===== config.mk =====
export PLATFORM = sky130hd
export DESIGN_NAME = barrett_sched_flat
export DESIGN_NICKNAME = d
export VERILOG_FILES = /design/src/rtl/barrett_sched_if.sv /design/src/rtl/barrett_sched.sv /design/src/flat_wrapper.sv
export SDC_FILE = /design/constraint.sdc
export NUM_CORES = 1
export LEC_CHECK = 0
export BUFFER_PORTS_ARGS = -buffer_cell sky130_fd_sc_hd__buf_4
export CAP_MARGIN = 20
export CORE_MARGIN = 2
export CORE_UTILIZATION = 51
export DETAILED_ROUTE_END_ITERATION = 8
export PLACE_DENSITY_LB_ADDON = 0.2
export SLEW_MARGIN = 20
export SYNTH_ARGS = -nofsm -noshare
export SYNTH_HDL_FRONTEND = slang
export SYNTH_SLANG_ARGS = --single-unit

===== constraint.sdc =====
create_clock -name clk -period 2.86 [get_ports clk]
set_input_delay 0.286 -clock clk [delete_from_list [all_inputs] [get_ports clk]]
set_output_delay 0.286 -clock clk [all_outputs]
set_load 0.005 [all_outputs]

===== src/rtl/barrett_sched_if.sv =====
// Request/response bundle between the requesters, barrett_sched and the response consumer.
// The scheduler takes the slave side; requesters and the consumer take the master side.
interface barrett_sched_if #(
    parameter int unsigned N    = 4,
    parameter int unsigned ID_W = 2
);
    logic [N-1:0]    req_valid;
    logic [16*N-1:0] req_data;
    logic [N-1:0]    req_ready;
    logic            rsp_valid;
    logic            rsp_ready;
    logic [15:0]     rsp_data;
    logic [ID_W-1:0] rsp_id;

    modport master (
        output req_valid, req_data, rsp_ready,
        input  req_ready, rsp_valid, rsp_data, rsp_id
    );

    modport slave (
        input  req_valid, req_data, rsp_ready,
        output req_ready, rsp_valid, rsp_data, rsp_id
    );
endinterface


===== src/rtl/barrett_sched.sv =====
// Round-robin scheduler for the shared Barrett reduction pipeline: credit-limited issue,
// tag shift register aligned with the pipeline, and a tagged output FIFO.
module barrett_sched #(
    parameter int unsigned N       = 4,
    parameter int unsigned ID_W    = 2,
    parameter int unsigned LAT     = 6,
    parameter int unsigned DEPTH   = 8,
    parameter logic [15:0] Q       = 16'd3329,
    parameter bit          CORRECT = 1'b1
) (
    input  logic           clk,
    input  logic           srst_n,
    barrett_sched_if.slave bus,
    output logic [15:0]    br_din,
    output logic           br_srst,
    input  logic [15:0]    br_dout,
    output logic           busy
);
    localparam int unsigned CW = $clog2(DEPTH + 1);
    localparam int unsigned AW = (DEPTH > 1) ? $clog2(DEPTH) : 1;

    logic [ID_W-1:0] ptr_q, ptr_d;
    logic [CW-1:0]   credit_q, credit_d;
    logic [15:0]     din_q;
    logic [LAT-1:0]  tag_vld_q;
    logic [ID_W-1:0] tag_id_q [LAT];

    logic [15:0]     fifo_data_q [DEPTH];
    logic [ID_W-1:0] fifo_id_q   [DEPTH];
    logic [AW-1:0]   rd_ptr_q, wr_ptr_q;
    logic [CW-1:0]   count_q, count_d;

    logic [2*N-1:0]  req_dbl;
    logic [ID_W:0]   sel_sum;
    logic            found;
    logic [ID_W-1:0] grant_idx;
    logic [N-1:0]    grant;
    logic [15:0]     sel_data;
    logic            can_issue;
    logic            issue;
    logic [15:0]     result;
    logic            fifo_push;
    logic            fifo_pop;
    logic            fifo_full;

    function automatic logic [AW-1:0] wrap_inc(input logic [AW-1:0] p);
        return (32'(p) == DEPTH - 1) ? '0 : p + 1'b1;
    endfunction

    // Rotate the requests so the pointer lands on bit 0, then take the first set bit.
    always_comb begin
        req_dbl = {bus.req_valid, bus.req_valid} >> ptr_q;
        found   = 1'b0;
        sel_sum = '0;
        for (int j = 0; j < N; j++) begin
            if (!found && req_dbl[j]) begin
                found   = 1'b1;
                sel_sum = {1'b0, ptr_q} + (ID_W + 1)'(j);
            end
        end
        if (32'(sel_sum) >= N) begin
            sel_sum = sel_sum - (ID_W + 1)'(N);
        end
        grant_idx = sel_sum[ID_W-1:0];
        grant     = found ? (N'(1) << grant_idx) : '0;
    end

    always_comb begin
        sel_data = '0;
        for (int i = 0; i < N; i++) begin
            if (grant[i]) begin
                sel_data = bus.req_data[16*i +: 16];
            end
        end
    end

    // Credit covers both in-flight tags and buffered entries, so a push never finds the FIFO full.
    assign can_issue     = (credit_q < CW'(DEPTH));
    assign bus.req_ready = (srst_n && can_issue) ? grant : '0;
    assign issue         = |(bus.req_valid & bus.req_ready);

    always_comb begin
        result = br_dout;
        if (CORRECT && (br_dout >= Q)) begin
            result = br_dout - Q;
        end
    end

    assign fifo_push     = tag_vld_q[LAT-1];
    assign fifo_full     = (count_q == CW'(DEPTH));
    assign bus.rsp_valid = srst_n && (count_q != '0);
    assign fifo_pop      = bus.rsp_valid && bus.rsp_ready;
    assign bus.rsp_data  = bus.rsp_valid ? fifo_data_q[rd_ptr_q] : '0;
    assign bus.rsp_id    = bus.rsp_valid ? fifo_id_q[rd_ptr_q] : '0;

    always_comb begin
        ptr_d    = ptr_q;
        if (issue) begin
            ptr_d = (32'(grant_idx) == N - 1) ? '0 : grant_idx + 1'b1;
        end
        credit_d = credit_q + CW'(issue) - CW'(fifo_pop);
        count_d  = count_q + CW'(fifo_push) - CW'(fifo_pop);
    end

    always_ff @(posedge clk) begin
        if (!srst_n) begin
            ptr_q     <= '0;
            credit_q  <= '0;
            din_q     <= '0;
            tag_vld_q <= '0;
            rd_ptr_q  <= '0;
            wr_ptr_q  <= '0;
            count_q   <= '0;
        end else begin
            ptr_q        <= ptr_d;
            credit_q     <= credit_d;
            din_q        <= issue ? sel_data : 16'd0;
            tag_vld_q[0] <= issue;
            for (int s = 1; s < LAT; s++) begin
                tag_vld_q[s] <= tag_vld_q[s-1];
            end
            if (fifo_push) begin
                wr_ptr_q <= wrap_inc(wr_ptr_q);
            end
            if (fifo_pop) begin
                rd_ptr_q <= wrap_inc(rd_ptr_q);
            end
            count_q <= count_d;
        end
    end

    // Payload storage needs no reset: validity lives in tag_vld_q and count_q.
    always_ff @(posedge clk) begin
        tag_id_q[0] <= grant_idx;
        for (int s = 1; s < LAT; s++) begin
            tag_id_q[s] <= tag_id_q[s-1];
        end
        if (fifo_push) begin
            fifo_data_q[wr_ptr_q] <= result;
            fifo_id_q[wr_ptr_q]   <= tag_id_q[LAT-1];
        end
    end

    assign br_din  = din_q;
    assign br_srst = ~srst_n;
    assign busy    = srst_n && ((|tag_vld_q) || (count_q != '0));
endmodule


===== src/flat_wrapper.sv =====
// flat-port wrapper written by rule: the top's interface ports become plain ports
module barrett_sched_flat 
#(
    parameter int unsigned N       = 4,
    parameter int unsigned ID_W    = 2,
    parameter int unsigned LAT     = 6,
    parameter int unsigned DEPTH   = 8,
    parameter logic [15:0] Q       = 16'd3329,
    parameter bit          CORRECT = 1'b1
)
  (clk, srst_n, br_din, br_srst, br_dout, busy, bus_req_valid, bus_req_data, bus_rsp_ready, bus_req_ready, bus_rsp_valid, bus_rsp_data, bus_rsp_id);
  barrett_sched_if #(.N(N), .ID_W(ID_W)) bus_i ();
  input  logic clk;
  input  logic srst_n;
  output logic [15:0] br_din;
  output logic br_srst;
  input  logic [15:0] br_dout;
  output logic busy;
  input wire logic [$bits(bus_i.req_valid)-1:0] bus_req_valid;
  input wire logic [$bits(bus_i.req_data)-1:0] bus_req_data;
  input wire logic [$bits(bus_i.rsp_ready)-1:0] bus_rsp_ready;
  output wire logic [$bits(bus_i.req_ready)-1:0] bus_req_ready;
  output wire logic [$bits(bus_i.rsp_valid)-1:0] bus_rsp_valid;
  output wire logic [$bits(bus_i.rsp_data)-1:0] bus_rsp_data;
  output wire logic [$bits(bus_i.rsp_id)-1:0] bus_rsp_id;
  assign bus_i.req_valid = bus_req_valid;
  assign bus_i.req_data = bus_req_data;
  assign bus_i.rsp_ready = bus_rsp_ready;
  assign bus_req_ready = bus_i.req_ready;
  assign bus_rsp_valid = bus_i.rsp_valid;
  assign bus_rsp_data = bus_i.rsp_data;
  assign bus_rsp_id = bus_i.rsp_id;
  barrett_sched #(.N(N), .ID_W(ID_W), .LAT(LAT), .DEPTH(DEPTH), .Q(Q), .CORRECT(CORRECT)) u_core (.clk(clk), .srst_n(srst_n), .bus(bus_i), .br_din(br_din), .br_srst(br_srst), .br_dout(br_dout), .busy(busy));
endmodule

==> Word-level counts from Yosys, hierarchy flattened <==
Memories as Yosys holds them, arrays and structs flattened. A register that Yosys moved wholly into a read port is not among the register bits.
Cells that the tools add are included.
{ "totals": {"ff_bits": 38, "mem_bits_rw": 156, "in_bits": 87, "output_inout_bits": 41, "elab_cells": 74, "mem_count": 3} }
{ "mem_list": {"columns": ["name", "depth", "word_bits", "read_ports", "rd_ports_with_merged_regs", "wr", "line_no", "text"], "rows": [
  ["u_core.fifo_data_q", 8, 16, 1, 1, 1, "barrett_sched.sv:28", "logic [15:0] fifo_data_q [DEPTH];"],
  ["u_core.fifo_id_q", 8, 2, 1, 1, 1, "barrett_sched.sv:29", "logic [ID_W-1:0] fifo_id_q [DEPTH];"],
  ["u_core.tag_id_q", 6, 2, 6, 0, 6, "barrett_sched.sv:26", "logic [ID_W-1:0] tag_id_q [LAT];"]
]} }
{ "classes": {"addsub": 12, "n_lt_le_gt_ge": 3, "eq_ne": 3, "shifts": 2, "muxes": 27, "bitwise_logic": 2, "reduce_logical": 15} }
{ "op_table": {"columns": ["operator", "count"], "rows": [
  ["two-way mux 16 bit", 6],
  ["two-way mux 3 bit", 9],
  [">= comparator 16 x 12 -> 1 bit, second input constant", 1],
  ["subtractor 16 x 12 -> 16 bit, second input constant", 1],
  ["adder 4 x 1 -> 4 bit", 2],
  ["two-way mux 2 bit", 4],
  ["two-way mux 4 bit", 2],
  [">> shifter 8 x 2 -> 4 bit", 1],
  ["subtractor 4 x 1 -> 4 bit", 2],
  ["logical AND 1 bit", 7],
  ["adder 2 x 2 -> 3 bit, second input constant", 2],
  ["adder 3 x 1 -> 3 bit, second input constant", 2],
  ["== test 3 bit, second input constant", 2],
  ["two-way mux 1 bit", 6],
  ["OR reduction 6 bit", 1],
  ["AND 4 bit", 1],
  ["less-than comparator 4 bit, second input constant", 1],
  ["nonzero test 4 bit", 1],
  ["OR reduction 4 bit", 1],
  ["<< shifter 1 x 2 -> 4 bit, first input constant", 1],
  ["adder 2 x 1 -> 3 bit, second input constant", 1],
  [">= comparator 3 bit, second input constant", 1],
  ["logical NOT 1 bit", 3],
  ["adder 2 x 1 -> 2 bit, second input constant", 1],
  ["other kinds (5)", 5]
]} }

==> Longest topological paths before layout <==
Gate-level depths: netlist (run 1).
{ "logic_depth": {"ltp_word": 20, "ltp_mapped": 16, "mapped_depth_nobuf": 14} }

==> Worst setup path after synthesis (run 1) <==
No wires, ideal clock.
{ "synth_path": {"path_type": "reg2reg", "startpoint": "register u_core.ptr_q[1]", "endpoint": "register u_core.credit_q[3]", "setup_time_ns": 0.129, "arrival_ns": 2.581, "required_time_ns": 2.731, "setup_slack_ns": 0.150, "stages_incl_launch_ff": 16, "n_path_buf": 2, "synth_period_minus_slack_ns": 2.710, "cell_sequence": "dfxtp_1 -> buf_2 -> mux2i_1 -> o22ai_1 -> a31oi_1 -> inv_1 -> ha_1 -> a221o_1 -> o21ai_1 -> buf_2 -> inv_1 -> ha_1 -> a21o_1 -> a21oi_1 -> xnor2_1 -> nor2_1"} }
{ "synth_between": {"elab_chain_cells": 20, "elab_cells_between_ends": 28, "cone_classes": "6 x add/sub; 1 x order compare; 2 x shift; 11 x mux; 1 x bitwise; 7 x reduce/logical"} }
{ "synth_lines": {"columns": ["element", "line_no", "text"], "rows": [
  ["start, declared", "barrett_sched.sv:22", "logic [ID_W-1:0] ptr_q, ptr_d;"],
  ["start signal, assigned", "barrett_sched.sv:115", "ptr_q <= ptr_d;"],
  [">> shifter 8 x 2 -> 4 bit", "barrett_sched.sv:52", "req_dbl = {bus.req_valid, bus.req_valid} >> ptr_q;"],
  ["two-way mux 1 bit", "barrett_sched.sv:56", "if (!found && req_dbl[j]) begin"],
  ["logical NOT 1 bit", "barrett_sched.sv:56", null],
  ["logical AND 1 bit", "barrett_sched.sv:56", null],
  ["two-way mux 1 bit", "barrett_sched.sv:56", null],
  ["logical NOT 1 bit", "barrett_sched.sv:56", null],
  ["logical AND 1 bit", "barrett_sched.sv:56", null],
  ["two-way mux 1 bit", "barrett_sched.sv:56", null],
  ["[... 5 more ...]", null, null],
  ["via u_core.sel_sum[0]", "barrett_sched.sv:34", "logic [ID_W:0] sel_sum;"],
  ["<< shifter 1 x 2 -> 4 bit (*)", "barrett_sched.sv:65", "grant = found ? (N'(1) << grant_idx) : '0;"],
  ["two-way mux 4 bit (*)", "barrett_sched.sv:65", null],
  ["two-way mux 4 bit (*)", "barrett_sched.sv:79", "assign bus.req_ready = (srst_n && can_issue) ? grant : '0;"],
  ["AND 4 bit (*)", "barrett_sched.sv:80", "assign issue = |(bus.req_valid & bus.req_ready);"],
  ["OR reduction 4 bit (*)", "barrett_sched.sv:80", null],
  ["via u_core.issue", "barrett_sched.sv:40", "logic issue;"],
  ["adder 4 x 1 -> 4 bit (*)", "barrett_sched.sv:101", "credit_d = credit_q + CW'(issue) - CW'(fifo_pop);"],
  ["subtractor 4 x 1 -> 4 bit (*)", "barrett_sched.sv:101", null],
  ["end signal, assigned", "barrett_sched.sv:116", "credit_q <= credit_d;"],
  ["end, declared", "barrett_sched.sv:23", "logic [CW-1:0] credit_q, credit_d;"]
]} }
Mark *: on every way through the listed nets, which the timed path passes. The rest lies on a longest branch.
A chain may end at the register's enable or synchronous reset.

==> Worst setup path in the final report (run 1) <==
Same ends and word-level chain as after synthesis.

==> results of run 1 <==
## stage by stage
stage / hold slack [ps] / instances / cell area (µm²) / setup slack [ps]
after CTS: 126 / 945 / 10200 / 103
after floorplan: 310 / 582 / 8380 / 150
final: 129 / 945 / 10200 / 210
after detailed placement: 312 / 913 / 9600 / 122
after global routing: 155 / 945 / 10200 / 20.0
after global placement: 312 / 913 / 9600 / 303
## report_power, final
part           total (W)  switching, W  internal (W)  leakage [nW]
clock            0.00250       0.00100       0.00150         0.311
combinational    0.00211       0.00108       0.00103          1.75
sequential       0.00346      0.000126       0.00333          1.73
## flip-flops by register name (all words and copies together), names as in the netlist, 4 cells and up, named ones only
name,count
u_core.fifo_data_q,128
u_core.br_din,16
u_core.fifo_id_q,16
u_core.tag_id_q,12
u_core.tag_vld_q,6
u_core.count_q,4
u_core.credit_q,4
## what timing repair did
item,CTS,global route
cloned,0,0
resized for setup,1,1
endpoints found under the setup margin,1,5
## critical path: cells and delay by family, from the launching register on
kind	cells	cell delay, ps
buffers and inverters	3	200
flip-flops	1	420
adder cells (fa/ha/maj)	2	400
XOR/XNOR	1	130
AND/OR/NAND/NOR	1	50
AO/OA/AOI/OAI	7	1300
## cell families (layout without fill, tap and decap cells)
kind of cell,after synthesis,in the layout,synth area share (%)
flip-flops,197,197,64.3
AND/OR/NAND/NOR,166,166,9.05
AO/OA/AOI/OAI,66,66,6.27
multiplexers,58,58,12.3
buffers and inverters,57,204,3.11
adder cells (fa/ha/maj),19,19,3.02
XOR/XNOR,19,19,1.99
## area by class of cell
type | instances | area (µm²)
clock buffer | 23 | 532
clock inverter | 9 | 108
fill | 1234 | 5760
inverter | 27 | 101
multi-input combinational | 328 | 2750
sequential | 197 | 5390
tap | 216 | 270
timing repair buffer | 145 | 1100
## worst paths after layout
| kind | from | end | slack (ps) |
|---|---|---|---|
| setup / recovery | u_core.ptr_q[1]$_SDFFE_PN0N_ | u_core.credit_q[3]$_SDFF_PN0_ | 210 |
| hold / removal | bus_req_data[30] | u_core.br_din[14]$_SDFF_PN0_ | 130 |
| setup reg to reg | u_core.ptr_q[1]$_SDFFE_PN0N_ | u_core.credit_q[3]$_SDFF_PN0_ | 210 |
| hold reg to reg | u_core.tag_id_q[4][1]$_DFF_P_ | u_core.tag_id_q[5][1]$_DFF_P_ | 330 |
## synthesized netlist by cell type (2+ instances only)
cell type / instances
a211oi_1: 16
a21o_1: 3
a21oi_1: 13
a31oi_1: 2
and2_1: 11
buf_2: 10
buf_6: 4
clkbuf_1: 14
dfxtp_1: 53
edfxtp_1: 144
fa_1: 2
ha_1: 17
inv_1: 26
mux2i_1: 22
mux4_2: 36
nand2_1: 31
nand2b_1: 5
nand3_1: 7
nor2_1: 77
nor3_1: 22
nor4_1: 3
o211ai_1: 2
o21ai_0: 2
o2bb2ai_1: 16
or3_1: 2
xnor2_1: 10
xor2_1: 9
## routing by layer
| metal | vias up | GRT usage, % | part of all wire, % |
|---|---|---|---|
| met2 | 200 | 39.1 | 53 |
| met5 | - | 0 | 0 |
| met3 | 27 | 5.23 | 5.7 |
| met1 | 2594 | 24.4 | 39 |
| met4 | 0 | 7.71 | 2.0 |
| li1 | 2439 | - | - |
## cells in the final DEF, fill, tap and decap left out, types with 2 or more instances in the layout
cell type	Yosys	final
o211ai_1	2	2
fa_1	2	2
xnor2_1	10	10
and2_1	11	11
nand3_1	7	7
ha_1	17	17
nand2b_1	5	5
nor2_1	77	77
nor3_1	22	20
or3_1	2	2
nor3_2	0	2
nand2_1	31	31
a31oi_1	2	2
o21ai_0	2	2
o2bb2ai_1	16	16
dfxtp_1	53	51
a211oi_1	16	16
clkinv_1	0	2
mux4_2	36	36
dfxtp_2	0	2
buf_4	1	144
inv_6	0	2
clkbuf_8	0	2
xor2_1	9	9
bufinv_16	0	2
clkbuf_16	0	20
mux2i_1	22	22
nor4_1	3	3
a21o_1	3	3
edfxtp_1	144	144
inv_1	26	26
a21oi_1	13	13
==> flow_metrics.tcl, run 1 <==
set metrics [dict create \
    drcViolationCount 0 \
    slew_viol_final 0 \
    antenna_cells 0 \
    timing.setup.tns_ps 0 \
    start_util_pct 52.4 \
    start_kind "flop" \
    num_vias 5260 \
    peakVddDrop_uv 424 \
    drive_gt1_share_pct 31.0 \
    tightestPinTransition_ps 652 \
    cp_slowest_cell "dfxtp_2" \
    cts_buffers 17 \
    area_growth_pct 22.3 \
    hpwl_um 12100 \
    total_power_w 0.00807 \
    htree_levels 4 \
    post_cts_buffers 0 \
    via_per_inst 5.57 \
    yosys_most_used_dff "edfxtp_1" \
    wl_um 18200 \
    final_antenna_net_count 0 \
    yosys-top-cells-area "edfxtp_1 52%, dfxtp_1 13%, mux4_2 9.7%" \
    fin_crit_sh_pct 92.7 \
    synth_area_um2 8380 \
    wl_per_cell_um 19.2 \
    nNetsFinal 822 \
    arrival_ps 2960 \
    leakagePower_nw 3.80 \
    maxCapViolCount 0 \
    yosys_warnings 0 \
    max_stage_delay_ps 420 \
    cts_hold_buf 0 \
    synth-seq-area-share_pct 64.3 \
    clk_pin_slew_ps 70 \
    hold_viol 0 \
    setup_viol 0 \
    hold_path.class "in2reg" \
    synth_area_leader_cell "edfxtp_1" \
    die_area_um2 17500 \
    rows 46 \
    finalCriticalPeriod_ps 2650 \
    critical_path_class "reg2reg" \
    ys_ff_latch 197 \
    root_buffer "clkbuf_16" \
    cts_tree "built" \
    grt_max_degree 37 \
    max_freq_mhz 377 \
    hold-path-cell-count 3 \
    maxSlewHeadroom_pct 56.2 \
    post-route-util_pct 64.0 \
    track_usage_pct 21.4 \
    cts_sinks 197 \
    critPathRequiredTime_ps 3170 \
    power.density_nw_per_um2 788 \
    path_cells "inv_2 > a21oi_1 > o22ai_1 > a31oi_1 > inv_1 > ha_1 > a221o_1 > o21ai_1 > inv_1 > ha_1 > a21o_1 > a21oi_1 > xnor2_1 > nor2_1" \
    outcome "completed" \
    grt-ovfl-total 0 \
    clk_latency_ps 430 \
    synth.avg_cell_area_um2 14.4 \
    grt_pass1_vias 5546 \
    syn_inst 582 \
    critPathCaptureType "flop" \
    synth_edf_count 144 \
    clockBufferDepth 2 \
    die_w_um 132 \
    fp.dieH_um 132 \
    first_pass_iters 7 \
    post-synth-top-area-fraction_pct 51.6 \
    io_buffers 127 \
    core_um2 16000 \
    async_flop_share_pct 0 \
    clock_skew_ps 11.7 \
    grt_antenna_before_repair 0 \
    first_iter_violations 307 \
    ios 128 \
    path_max_fanout 8 \
    grt_first_pass_wirelength_um 28500 \
    synth_cell_types 50 \
    worstRegToRegCells 14 \
    rsz0062_at_grt "no" \
    syn_nets 688 \
    gp_congestion 0.875 \
]
Note: power is estimated with default switching activity, not from simulation.
==> run 2, diff against run 1 <==
Settings changed: CORE_ASPECT_RATIO from default to 0.75, MAX_ROUTING_LAYER from default to met4.
==> run 2 against run 1 <==
Final area barely moved; register-to-register slack got worse by 40 ps; combinational power barely moved; critical path depth did not move; total power fell by 0.77%; sequential power rose by 1%; die area barely moved; worst hold slack improved by 8.2 ps; critical path type unchanged; largest cell class unchanged; highest routed layer unchanged.
==> flow_metrics.tcl, run 2 (same netlist as run 1, synthesis figures left out) <==
set metrics [dict create \
    critPathTopFamily "compound AO/OA/AOI/OAI gates" \
    max_freq_mhz 372 \
    slew_viol_final 0 \
    grt_max_degree 37 \
    fp.dieH_um 115 \
    power.density_nw_per_um2 782 \
    grt-ovfl-total 0 \
    clk_pin_slew_ps 70 \
    rows 40 \
    largest_reg_flops 128 \
    cp_slowest_cell "dfxtp_4" \
    outcome "completed" \
    path_cells "inv_2 > a21oi_1 > o22ai_1 > a31oi_1 > inv_1 > ha_1 > a221o_1 > o21ai_1 > inv_1 > ha_1 > a21o_1 > a21oi_1 > xnor2_1 > nor2_1" \
    regMostFlops "u_core.fifo_data_q" \
    num_vias 5226 \
    hold_path.class "in2reg" \
    critPathCaptureType "flop" \
    critPathRequiredTime_ps 3180 \
    first_iter_violations 458 \
    root_buffer "clkbuf_16" \
    clockBufferDepth 2 \
    area_growth_pct 22.2 \
    top_usage_layer "met2" \
    grtUsageMet1_pct 28.5 \
    final_antenna_net_count 0 \
    met3_usage_pct 3.73 \
    ios 128 \
    peakVddDrop_uv 491 \
    maxSlewHeadroom_pct 55.1 \
    crit_buf_inv 3 \
    via_per_inst 5.55 \
    cts_sinks 197 \
    finalCriticalPeriod_ps 2690 \
    mostFrequentLayoutCells "147 x buf_4, 144 x edfxtp_1, 77 x nor2_1" \
    start_kind "flop" \
    arrival_ps 3010 \
    hold_viol 0 \
    critical_path_class "reg2reg" \
    maxCapViolCount 0 \
    io_buffers 127 \
    tightestPinTransition_ps 668 \
    track_usage_pct 22.4 \
    setup_viol 0 \
    drcViolationCount 0 \
    dp.cells 910 \
    hpwl_um 12100 \
    wl_um 18200 \
    post_cts_buffers 0 \
    first_pass_iters 4 \
    core_um2 16100 \
    nNetsFinal 825 \
    fin_cells 942 \
    antenna_cells 0 \
    die_area_um2 17500 \
    rsz0062_at_grt "no" \
    grt_first_pass_wirelength_um 28700 \
    grt_pass1_vias 5353 \
    drive_gt1_share_pct 31.7 \
    die_w_um 152 \
    timing.setup.tns_ps 0 \
    fin_crit_sh_pct 94.0 \
    clk_latency_ps 430 \
    path_max_fanout 8 \
    gp_congestion 0.981 \
    final_common_cell "buf_4" \
    max_stage_delay_ps 400 \
    leakagePower_nw 3.80 \
    cts_buffers 17 \
    grt_use_met2_pct 37.5 \
    start_util_pct 52.2 \
    htree_levels 4 \
    cts_tree "built" \
    wl_per_cell_um 19.4 \
    grt_antenna_before_repair 0 \
    clock_skew_ps 8.97 \
]
==> run 2: cell types whose count changed in the layout (fill, tap and decap cells not counted), moves of 2 or more <==
| cell | change |
|---|---|
| clkbuf_16 | -3 |
| buf_4 | +3 |
| inv_8 | +2 |
| clkinv_1 | -2 |
==> run 2: final timing paths <==
path,from,end,slack (ps),depth (start not counted)
min reg2reg,u_core.tag_id_q[2][1]$_DFF_P_,u_core.tag_id_q[3][1]$_DFF_P_,330,0
max reg2reg,u_core.ptr_q[1]$_SDFFE_PN0N_,u_core.credit_q[3]$_SDFF_PN0_,170,14
max,u_core.ptr_q[1]$_SDFFE_PN0N_,u_core.credit_q[3]$_SDFF_PN0_,170,14
min,bus_req_data[31],u_core.br_din[15]$_SDFF_PN0_,140,3
==> run 2: stage by stage <==
step | utilization [%] | hold slack [ps] | power [W] | area (µm²) | setup slack (ps)
floorplan | - | 310 | 0.00493 | 8380 | 150
global placement | 59.9 | 312 | 0.00556 | 9620 | 294
detailed placement | 59.9 | 313 | 0.00566 | 9620 | 98.0
CTS | 63.7 | 125 | 0.00806 | 10200 | 84.7
global route | 63.7 | 129 | 0.00842 | 10200 | 24.2
finish | 63.7 | 137 | 0.00801 | 10200 | 172
==> run 2: timing repair <==
item,4_1_cts,5_1_grt
hold buffers,0,0
setup endpoints to repair,1,3
gates resized for setup,1,3
==> run 2: layer usage <==
layer	wire, µm	share of wire, %
met4	246	1.3
met3	682	3.7
met5	0	0
met1	8040	44
met2	9270	51
==> run 2: layout make-up <==
cell class	count	area, µm²
Sequential cell	197	5390
Multi-Input combinational cell	328	2750
Timing Repair Buffer	148	1120
Clock inverter	11	141
Inverter	27	101
Tap cell	210	263
Clock buffer	21	470
Fill cell	1185	5830
==> run 2: power breakdown <==
part / total (W) / leakage (nW) / switching, W / internal, W
clock network: 0.00241 / 0.295 / 0.00103 / 0.00138
registers: 0.00350 / 1.73 / 0.000161 / 0.00334
logic: 0.00210 / 1.77 / 0.00106 / 0.00103
==> run 2: worst register-to-register path, delay by kind of cell, from the launching register on <==
kind / cells / cell delay (ps)
AOI/OAI and AO/OA: 7 / 1360
xor gates and xnor gates: 1 / 150
adders and majority gates: 2 / 420
buffers and inverters: 3 / 200
DFF: 1 / 400
and+or+nand+nor: 1 / 60
